<file path="config.mk">
export PLATFORM = sky130hd
export DESIGN_NAME = srdl2sv_ahblite_bridge
export DESIGN_NICKNAME = d
export VERILOG_FILES = /design/src/rtl/srdl2sv_ahb_pkg.sv /design/src/rtl/srdl2sv_ahb_addr_gen.sv /design/src/rtl/srdl2sv_ahblite_bridge.sv
export SDC_FILE = /design/constraint.sdc
export NUM_CORES = 1
export LEC_CHECK = 0
export CORE_UTILIZATION = 40
export DETAILED_ROUTE_END_ITERATION = 8
export PLACE_DENSITY = 0.75
export RECOVER_POWER = 50
export SLEW_MARGIN = 25
export SYNTH_ARGS = -nofsm -noshare
export SYNTH_HDL_FRONTEND = slang
export SYNTH_SLANG_ARGS = --single-unit
</file>
<file path="constraint.sdc">
create_clock -name HCLK -period 1.75 [get_ports HCLK]
set_input_delay 0.525 -clock HCLK [delete_from_list [all_inputs] [get_ports HCLK]]
set_output_delay 0.525 -clock HCLK [all_outputs]
set_load 0.005 [all_outputs]
</file>
<file path="src/rtl/srdl2sv_ahb_pkg.sv">
// Shared AHB-Lite types, bridge FSM state encoding and burst helpers for the
// srdl2sv AHB-Lite to register-bus bridge.
package srdl2sv_ahb_pkg;

  typedef enum logic [1:0] {
    HTRANS_IDLE   = 2'b00,
    HTRANS_BUSY   = 2'b01,
    HTRANS_NONSEQ = 2'b10,
    HTRANS_SEQ    = 2'b11
  } HTRANS_t;

  typedef enum logic [2:0] {
    HBURST_SINGLE = 3'b000,
    HBURST_INCR   = 3'b001,
    HBURST_WRAP4  = 3'b010,
    HBURST_INCR4  = 3'b011,
    HBURST_WRAP8  = 3'b100,
    HBURST_INCR8  = 3'b101,
    HBURST_WRAP16 = 3'b110,
    HBURST_INCR16 = 3'b111
  } HBURST_t;

  typedef enum logic {
    HRESP_OKAY  = 1'b0,
    HRESP_ERROR = 1'b1
  } HRESP_t;

  typedef enum logic [1:0] {
    ST_IDLE  = 2'b00,
    ST_DATA  = 2'b01,
    ST_ERR_0 = 2'b10,
    ST_ERR_1 = 2'b11
  } state_t;

  // Control captured with each accepted address phase
  typedef struct packed {
    logic       write;
    logic [2:0] size;
  } ahb_ctrl_t;

  // Beats per burst; undefined-length INCR reports 0
  function automatic logic [4:0] burst_beats(input HBURST_t burst);
    case (burst)
      HBURST_SINGLE:                 return 5'd1;
      HBURST_WRAP4,  HBURST_INCR4:   return 5'd4;
      HBURST_WRAP8,  HBURST_INCR8:   return 5'd8;
      HBURST_WRAP16, HBURST_INCR16:  return 5'd16;
      default:                       return 5'd0;
    endcase
  endfunction

  function automatic logic is_wrap(input HBURST_t burst);
    return (burst == HBURST_WRAP4) || (burst == HBURST_WRAP8) || (burst == HBURST_WRAP16);
  endfunction

endpackage

</file>
<file path="src/rtl/srdl2sv_ahb_addr_gen.sv">
// Next expected burst address (INCR / WRAP) and register-bus byte-lane enables.
module srdl2sv_ahb_addr_gen
  import srdl2sv_ahb_pkg::*;
#(
  parameter int unsigned DATA_W = 32,
  parameter int unsigned ADDR_W = 32
) (
  input  logic [ADDR_W-1:0]                 addr,
  input  logic [2:0]                        size,
  input  HBURST_t                           burst,
  output logic [ADDR_W-1:0]                 next_addr,
  input  logic [$clog2(DATA_W/8)-1:0]       lane,
  input  logic [2:0]                        lane_size,
  output logic [DATA_W/8-1:0]               byte_en
);

  localparam int unsigned NB = DATA_W / 8;

  logic [ADDR_W-1:0] step;
  logic [ADDR_W-1:0] wrap_mask;
  logic [ADDR_W-1:0] incr_addr;
  logic [NB-1:0]     ones;

  // Wrapping bursts keep the upper bits of the (beats << size)-byte window
  assign step      = ADDR_W'(1) << size;
  assign wrap_mask = (ADDR_W'(burst_beats(burst)) << size) - ADDR_W'(1);
  assign incr_addr = addr + step;
  assign next_addr = is_wrap(burst) ? ((addr & ~wrap_mask) | (incr_addr & wrap_mask))
                                    : incr_addr;

  always_comb begin
    ones = '0;
    case (lane_size)
      3'd0:    ones = NB'(8'h01);
      3'd1:    ones = NB'(8'h03);
      3'd2:    ones = NB'(8'h0F);
      3'd3:    ones = NB'(8'hFF);
      default: ones = '0;
    endcase
  end

  assign byte_en = ones << lane;

endmodule

</file>
<file path="src/rtl/srdl2sv_ahblite_bridge.sv">
// AHB-Lite slave to srdl2sv register-bus bridge with burst checking and wait timeout.
// Define SRDL2SV_AHB_B2R_FLOP_EN to register the b2r_* outputs (one extra cycle per transfer).
module srdl2sv_ahblite_bridge
  import srdl2sv_ahb_pkg::*;
#(
  parameter int unsigned DATA_W  = 32,
  parameter int unsigned ADDR_W  = 32,
  parameter int unsigned TIMEOUT = 255
) (
  input  logic                HCLK,
  input  logic                HRESETn,
  input  logic                HSEL,
  input  logic [ADDR_W-1:0]   HADDR,
  input  logic                HWRITE,
  input  logic [2:0]          HSIZE,
  input  logic [2:0]          HBURST,
  input  logic [3:0]          HPROT,
  input  logic [1:0]          HTRANS,
  input  logic [DATA_W-1:0]   HWDATA,
  input  logic                HREADY,
  input  logic                HMASTLOCK,
  output logic                HREADYOUT,
  output logic                HRESP,
  output logic [DATA_W-1:0]   HRDATA,
  output logic [ADDR_W-1:0]   b2r_addr,
  output logic [DATA_W-1:0]   b2r_data,
  output logic [DATA_W/8-1:0] b2r_byte_en,
  output logic                b2r_w_vld,
  output logic                b2r_r_vld,
  input  logic [DATA_W-1:0]   r2b_data,
  input  logic                r2b_rdy,
  input  logic                r2b_err
);

  localparam int unsigned NB      = DATA_W / 8;
  localparam int unsigned LANE_W  = $clog2(NB);
  localparam int unsigned CNT_W   = (TIMEOUT > 0) ? $clog2(TIMEOUT + 1) : 1;
  localparam int unsigned TO_LAST = (TIMEOUT > 0) ? TIMEOUT - 1 : 0;

  state_t            state, next_state;
  HTRANS_t           trans;
  logic [ADDR_W-1:0] addr_q, exp_q, next_addr, align_mask;
  ahb_ctrl_t         ctrl_q;
  logic [CNT_W-1:0]  wait_cnt;
  logic [NB-1:0]     byte_en_c;
  logic              accept, legal, take, launched, counting, timed_out;
  logic              unused;

  assign unused = ^{HPROT, HMASTLOCK};
  assign trans  = HTRANS_t'(HTRANS);
  assign accept = HSEL && HREADY && (trans == HTRANS_NONSEQ || trans == HTRANS_SEQ);

  // Oversize, misaligned or off-sequence beats are answered with ERROR
  assign align_mask = (ADDR_W'(1) << HSIZE) - ADDR_W'(1);
  assign legal = !((HSIZE > 3'(LANE_W)) || (|(HADDR & align_mask)) ||
                   ((trans == HTRANS_SEQ) && (HADDR != exp_q)));

  srdl2sv_ahb_addr_gen #(
    .DATA_W (DATA_W),
    .ADDR_W (ADDR_W)
  ) u_addr_gen (
    .addr      (HADDR),
    .size      (HSIZE),
    .burst     (HBURST_t'(HBURST)),
    .next_addr (next_addr),
    .lane      (addr_q[LANE_W-1:0]),
    .lane_size (ctrl_q.size),
    .byte_en   (byte_en_c)
  );

  assign counting  = launched && !r2b_rdy;
  assign timed_out = (TIMEOUT != 0) && counting && (wait_cnt == CNT_W'(TO_LAST));

  always_ff @(posedge HCLK or negedge HRESETn) begin
    if (!HRESETn) state <= ST_IDLE;
    else          state <= next_state;
  end

  always_comb begin
    next_state = state;
    take       = 1'b0;
    HREADYOUT  = 1'b1;
    HRESP      = HRESP_OKAY;
    case (state)
      ST_IDLE: begin
        if (accept) begin
          take       = 1'b1;
          next_state = legal ? ST_DATA : ST_ERR_0;
        end
      end
      ST_DATA: begin
        // An erroring slave holds HREADYOUT low so the two-cycle ERROR follows
        HREADYOUT = launched && r2b_rdy && !r2b_err;
        if (timed_out || (launched && r2b_rdy && r2b_err)) begin
          next_state = ST_ERR_0;
        end else if (launched && r2b_rdy) begin
          if (accept) begin
            take       = 1'b1;
            next_state = legal ? ST_DATA : ST_ERR_0;
          end else begin
            next_state = ST_IDLE;
          end
        end
      end
      ST_ERR_0: begin
        HREADYOUT  = 1'b0;
        HRESP      = HRESP_ERROR;
        next_state = ST_ERR_1;
      end
      ST_ERR_1: begin
        HRESP      = HRESP_ERROR;
        next_state = ST_IDLE;
      end
      default: next_state = ST_IDLE;
    endcase
  end

  // Address-phase capture, burst tracking and wait counter
  always_ff @(posedge HCLK or negedge HRESETn) begin
    if (!HRESETn) begin
      addr_q   <= '0;
      ctrl_q   <= '0;
      exp_q    <= '0;
      wait_cnt <= '0;
    end else if (take) begin
      addr_q   <= HADDR;
      ctrl_q   <= '{write: HWRITE, size: HSIZE};
      exp_q    <= next_addr;
      wait_cnt <= '0;
    end else if ((state == ST_DATA) && counting && (TIMEOUT != 0)) begin
      wait_cnt <= wait_cnt + CNT_W'(1);
    end
  end

  assign HRDATA = ((state == ST_DATA) && !ctrl_q.write) ? r2b_data : '0;

`ifdef SRDL2SV_AHB_B2R_FLOP_EN
  logic stay;

  // Valids launch one cycle into the data phase and drop on completion
  assign stay     = (state == ST_DATA) && (next_state == ST_DATA) && !take;
  assign launched = b2r_w_vld || b2r_r_vld;

  always_ff @(posedge HCLK or negedge HRESETn) begin
    if (!HRESETn) begin
      b2r_w_vld   <= 1'b0;
      b2r_r_vld   <= 1'b0;
      b2r_addr    <= '0;
      b2r_data    <= '0;
      b2r_byte_en <= '0;
    end else begin
      b2r_w_vld   <= stay && ctrl_q.write;
      b2r_r_vld   <= stay && !ctrl_q.write;
      b2r_addr    <= addr_q;
      b2r_data    <= HWDATA;
      b2r_byte_en <= byte_en_c;
    end
  end
`else
  assign launched    = 1'b1;
  assign b2r_w_vld   = (state == ST_DATA) && ctrl_q.write;
  assign b2r_r_vld   = (state == ST_DATA) && !ctrl_q.write;
  assign b2r_addr    = addr_q;
  assign b2r_data    = HWDATA;
  assign b2r_byte_en = byte_en_c;
`endif

endmodule

</file>
# Yosys cells after proc, flatten, opt, wreduce, memory -nomap -nowiden
# Index checks and enable logic that the tools add are counted.
# totals
reg_bits,78
word_cells,84
ram_bits,0
latchBits,0
mem_bits_ro,0
out_inout_bits,104
mem_count,0
inputBits,116
# classes
n_bitwise,5
muxes,18
shift,3
addsub,4
n_lt_le_gt_ge,1
div_mod_pow,0
mul,0
eq_ne,18
reduce_logical,29
# op_table
op,count
bitwise AND 32 bit,3
two-way mux 32 bit,2
adder 32 bit,1
inequality test 32 bit,1
NOT 32 bit,1
bitwise OR 32 bit,1
OR reduction 32 bit,1
left shift 1 x 3 -> 32 bit (first input constant),1
left shift 5 x 3 -> 32 bit,1
subtractor 32 x 1 -> 32 bit (second input constant),1
subtractor 32 x 2 -> 32 bit (second input constant),1
case mux 5 bit (4 select lines),1
two-way mux 8 bit,2
equality test 3 x 2 -> 1 bit (second input constant),4
equality test 3 bit (second input constant),4
case mux 4 bit (3 select lines),1
two-way mux 2 bit,5
OR reduction 2 bit,5
logical AND 1 bit,9
adder 8 x 1 -> 8 bit (second input constant),1
equality test 2 bit (second input constant),4
equality test 8 bit (second input constant),1
case mux 2 bit (4 select lines),1
zero test 3 bit,2
other kinds (13),24

# Depth between registers and ports, before layout
# depth
word_depth,11
depth_mapped,15
mapped_depth_nobuf,12

# Modules after synthesis
# From an unflattened synthesis, not the netlist that was laid out.
# hier_totals
hier_cells,561
area_unflattened_um2,5584.1
# by_module_without_submodules
module,cells_each,n_inst,area_per_inst_um2
srdl2sv_ahblite_bridge,334,1,4055.1
srdl2sv_ahb_addr_gen,227,1,1529.0

# Worst setup path before layout
# No wires, ideal clock.
# synth_timing
path_kind,input to register
from,input port HSIZE[2]
to,register exp_q[30]
setup_slack_ns,-1.547
cell_stages,15
arrival_time_ns,3.160
path_buffers,3
cell_sequence,buf_4 -> clkbuf_1 -> or3_1 -> inv_1 -> ha_1 -> inv_1 -> fa_1 -> nand2b_1 -> a21oi_1 -> a211oi_1 -> o21a_1 -> buf_2 -> nor4_1 -> xnor2_1 -> a21oi_1
# synth_via
elab_chain_cells,6
elab_cells_between_ends,9
cone_classes,add/sub (2); shift (2); mux (1); bitwise (4)
# synth_lines
element,line_no,rtl
"start, declared",srdl2sv_ahblite_bridge.sv:15,"input logic [2:0] HSIZE,"
left shift 5 x 3 -> 32 bit,srdl2sv_ahb_addr_gen.sv:26,assign wrap_mask = (ADDR_W'(burst_beats(burst)) << size) - ADDR_W'(1);
subtractor 32 x 1 -> 32 bit,srdl2sv_ahb_addr_gen.sv:26,
NOT 32 bit,srdl2sv_ahb_addr_gen.sv:28,assign next_addr = is_wrap(burst) ? ((addr & ~wrap_mask) | (incr_addr & wrap_mask))
bitwise AND 32 bit,srdl2sv_ahb_addr_gen.sv:28,
bitwise OR 32 bit,srdl2sv_ahb_addr_gen.sv:28,
two-way mux 32 bit *,srdl2sv_ahb_addr_gen.sv:28,
"end signal, assigned",srdl2sv_ahblite_bridge.sv:128,exp_q <= next_addr;
"end, declared",srdl2sv_ahblite_bridge.sv:42,"logic [ADDR_W-1:0] addr_q, exp_q, next_addr, align_mask;"
# Mark *: on every way between the ends. The rest lies on a longest branch, timed or not.
# A chain may end at the register's enable or synchronous reset.

# Worst setup path in the final report
# layout_timing
from,input port HSIZE[1]
to,register exp_q[26]
# Same word-level chain as after synthesis.

==> reports/results.txt <==
Outcome - finished with violations
Violated checks - setup timing
Pint - 7.30 mW
Initial Util - 41.0%
ANT nets after route - 0
Startpoint types - primary input
# rows - 42
Buffers on Ports - 150
Final worst slack - -0.973 ns
Worst-Margin Slew - 1.11 ns
Post-synthesis compound-gate area fraction - 12.0%
CTS Buf Count - 9
Async SR Flop Fraction - 100%
Routed vias/inst - 5.45
DR vias - 5867
Cell area after layout - 10100 um2
Final wirelength - 21.8 mm
Simple-gate share of the synthesized area - 19.6%
GR Util All Layers - 27.7%
Antenna fix cells - 0
Worst EP arrival - 2.96 ns
Clk pin slew, worst setup/hold paths - 0.06 ns
Yosys cell types - 54
Max-slew violations - 0
Hold Buf Count CTS - 0
M2 GR Usage - 50.0%
Final period util - 156%
RR Endpoint - state[1]$_DFFE_PN0P_
Met3 usage - 4.83%
Core footprint - 13200 um2
Crit path max fanout - 6
Post-synth EDFFs - 0
Largest family of logic cells by synthesized area - simple AND/OR/NAND/NOR gates
Leak - 4.82 nW
Fin util - 76.0%
Die height - 118 um
Hold path depth - 1
Share of cells above drive strength 1 - 49.7%
Bufs on Longest Clock Path - 2
Crit. End Element - flip-flop
Synthesized area - 5430 um2
RSZ-0062 raised after global routing - yes
Clk network pwr share - 15.8%
F_max - 367 MHz
Tmin final - 2.72 ns
Final #Nets - 1028
Post-route DRC violation count - 0
Die Area - 14000 um2
CTS tree - built
Hold Vio Cnt, Final - 0
Adder-cell area share of the yosys netlist - 3.83%
Setup-failing EPs final - 107
Die W - 118 um
HP Start - b2r_addr[2]$_DFFE_PN0P_
Post-synthesis mux area share - 8.19%
Peak VDD IR - 0.721 mV
Largest net degree at the start of global routing - 79
Layout Skew - 0.00754 ns
Worst Path Class, Setup - primary input to flip-flop
Max cap viols - 0
Logic pwr share - 53.4%
Reg power frac - 30.7%
Root Driver - clkbuf_16
Placer Congestion - 0.893
First-pass GRT wire length - 30.4 mm
Top_reg_cell synth - dfrtp_1
1st-iter DRT viols - 359
Synth Area per Inst - 8.97 um2
Hold WS - 0.507 ns
Io pins - 220
Synth Area in XOR/XNOR - 11.5%
Drt pass-1 iters - 7
Leading cell type in the layout, fill and taps excluded - buf_4
Syn Nets - 737
Synth Instances - 605
Cell depth of the worst flop-to-flop path - 8
Vias in the first global route - 5903
Tot Pwr - 11.0 mW
Yosys reg bits - 78
Total clock sinks - 78
H-Tree Level Count - 3
Switching share of power - 33.7%
Placed cell areas - 7890 um2
Most frequent cells in the layout - 127 x buf_4, 82 x buf_6, 76 x dfrtp_1
Drt wl/cell - 20.2 um
Synth warnings - 0
Grt met1 use - 33.0%
GRT Max-Usage Layer - met2
WHS Endpoint - b2r_addr[2]$_DFFE_PN0P_
Worst reg2reg startpoint - exp_q[10]$_DFFE_PN0P_
GRT overflow - 0
Initial antenna violation count - 0
Post-detail-place hpwl - 13.0 mm
Area grow syn2layout - 85.5%
Sequential fraction of the synthesis area - 36.0%
Hold Path Class - flip-flop to flip-flop
Switching power total - 3.71 mW
Clk Latency, worst-skew pair - 0.35 ns
Slew Limit Headroom - 26.3%
R2R setup slack - -0.32 ns
Pwr dens - 1090 nW/um2
WP data required - 1.98 ns
cells in the mapped netlist, drive strengths merged, types with 2 or more instances:
cell type	count	area share (%)
nor3	11	1.0
or3	5	0.58
a211oi	8	1.1
nor4	11	1.3
nand2b	6	0.69
o221ai	2	0.32
o21a	4	0.55
and3	7	0.81
mux2	35	7.3
nand2	31	2.2
nand3	11	1.0
xor2	9	1.5
a21oi	53	4.9
mux2i	5	0.92
clkbuf	13	0.92
xnor2	62	10
o2111ai	2	0.32
nor4bb	2	0.37
buf	53	6.6
dfrtp	78	36
and2	33	3.8
nand3b	2	0.28
o311ai	2	0.46
nand4	14	1.6
a21o	5	0.69
a31oi	4	0.46
o211ai	2	0.28
nor3b	5	0.69
o31ai	2	0.28
inv	20	1.4
ha	15	3.5
o21ai	16	1.5
nor2	64	4.4
worst max-delay path by stage:
stage	slack, ns	from	endpoint
after floorplan	-1.25	HSIZE[2]	exp_q[24]$_DFFE_PN0P_
after detailed placement	-1.56	HSIZE[1]	exp_q[16]$_DFFE_PN0P_
after global placement	-1.51	HSIZE[1]	exp_q[10]$_DFFE_PN0P_
after global routing	-1.08	HSIZE[1]	exp_q[26]$_DFFE_PN0P_
after CTS	-0.94	HSIZE[2]	exp_q[16]$_DFFE_PN0P_
final	-0.97	HSIZE[1]	exp_q[26]$_DFFE_PN0P_
power by group through the flow:
| stage | Combinational [mW] | Clock [mW] | Sequential (mW) |
|---|---|---|---|
| 6_report | 5.88 | 1.74 | 3.39 |
| 5_1_grt | 6.25 | 1.84 | 3.48 |
| 4_1_cts | 5.38 | 1.76 | 3.29 |
| 3_5_place_dp | 4.18 | 0 | 3.27 |
| 3_3_place_gp | 4.08 | 0 | 3.22 |
| 2_1_floorplan | 1.95 | 0 | 3.19 |
stage by stage:
step	std cells	setup slack (ns)	setup TNS, ns
6_report	1076	-0.973	-35.12
5_1_grt	1076	-1.08	-41.38
4_1_cts	1054	-0.937	-37.86
3_5_place_dp	988	-1.56	-75.26
3_3_place_gp	988	-1.51	-72.00
2_1_floorplan	605	-1.25	-28.69
area by class of cell:
type                       count  area [um2]
inverter                      20        87.6
clock inverter                 3        21.3
sequential                    78        1950
timing repair buffer         346        3490
fill                         806        3180
tap                          176         220
multi-input combinational    441        4040
clock buffer                  12         246
state kept, by name, indices dropped and copies added, names as in the netlist:
signal,cells
b2r_addr,32
ctrl_q,4
exp_q,32
state,2
wait_cnt,8
critical path: stages:
cell and delay, ns:
buf_8 0.10, or3_4 0.40, inv_4 0.08, ha_4 0.13, inv_2 0.04, fa_2 0.33, nand2b_4 0.16, a21oi_4 0.13
a211oi_2 0.06, o21a_2 0.24, buf_12 0.15, buf_6 0.12, nor4_4 0.24, xnor2_1 0.16, a21oi_1 0.08
per-layer routing:
metal	part of all wire [%]	vias up
li1	-	2639
met1	38	2868
met2	52	279
met3	6.1	81
met4	3.7	0
met5	0	-
kinds of logic (layout without fill, tap and decap cells):
kind of cell | count (synthesis) | in the layout
flip-flops | 78 | 78
multiplexers | 40 | 40
buffers and inverters | 86 | 381
XOR/XNOR | 71 | 71
AND/OR/NAND/NOR | 208 | 208
AO/OA/AOI/OAI | 106 | 106
adder cells (fa/ha/maj) | 16 | 16
what timing repair did:
item	CTS	global route
endpoints found under the hold margin	0	0
resized for setup	384	164
setup endpoints to repair	117	130
buffers inserted	45	35
pin swaps	73	97
gates cloned	7	5
Power figures use the tool's default switching activity.
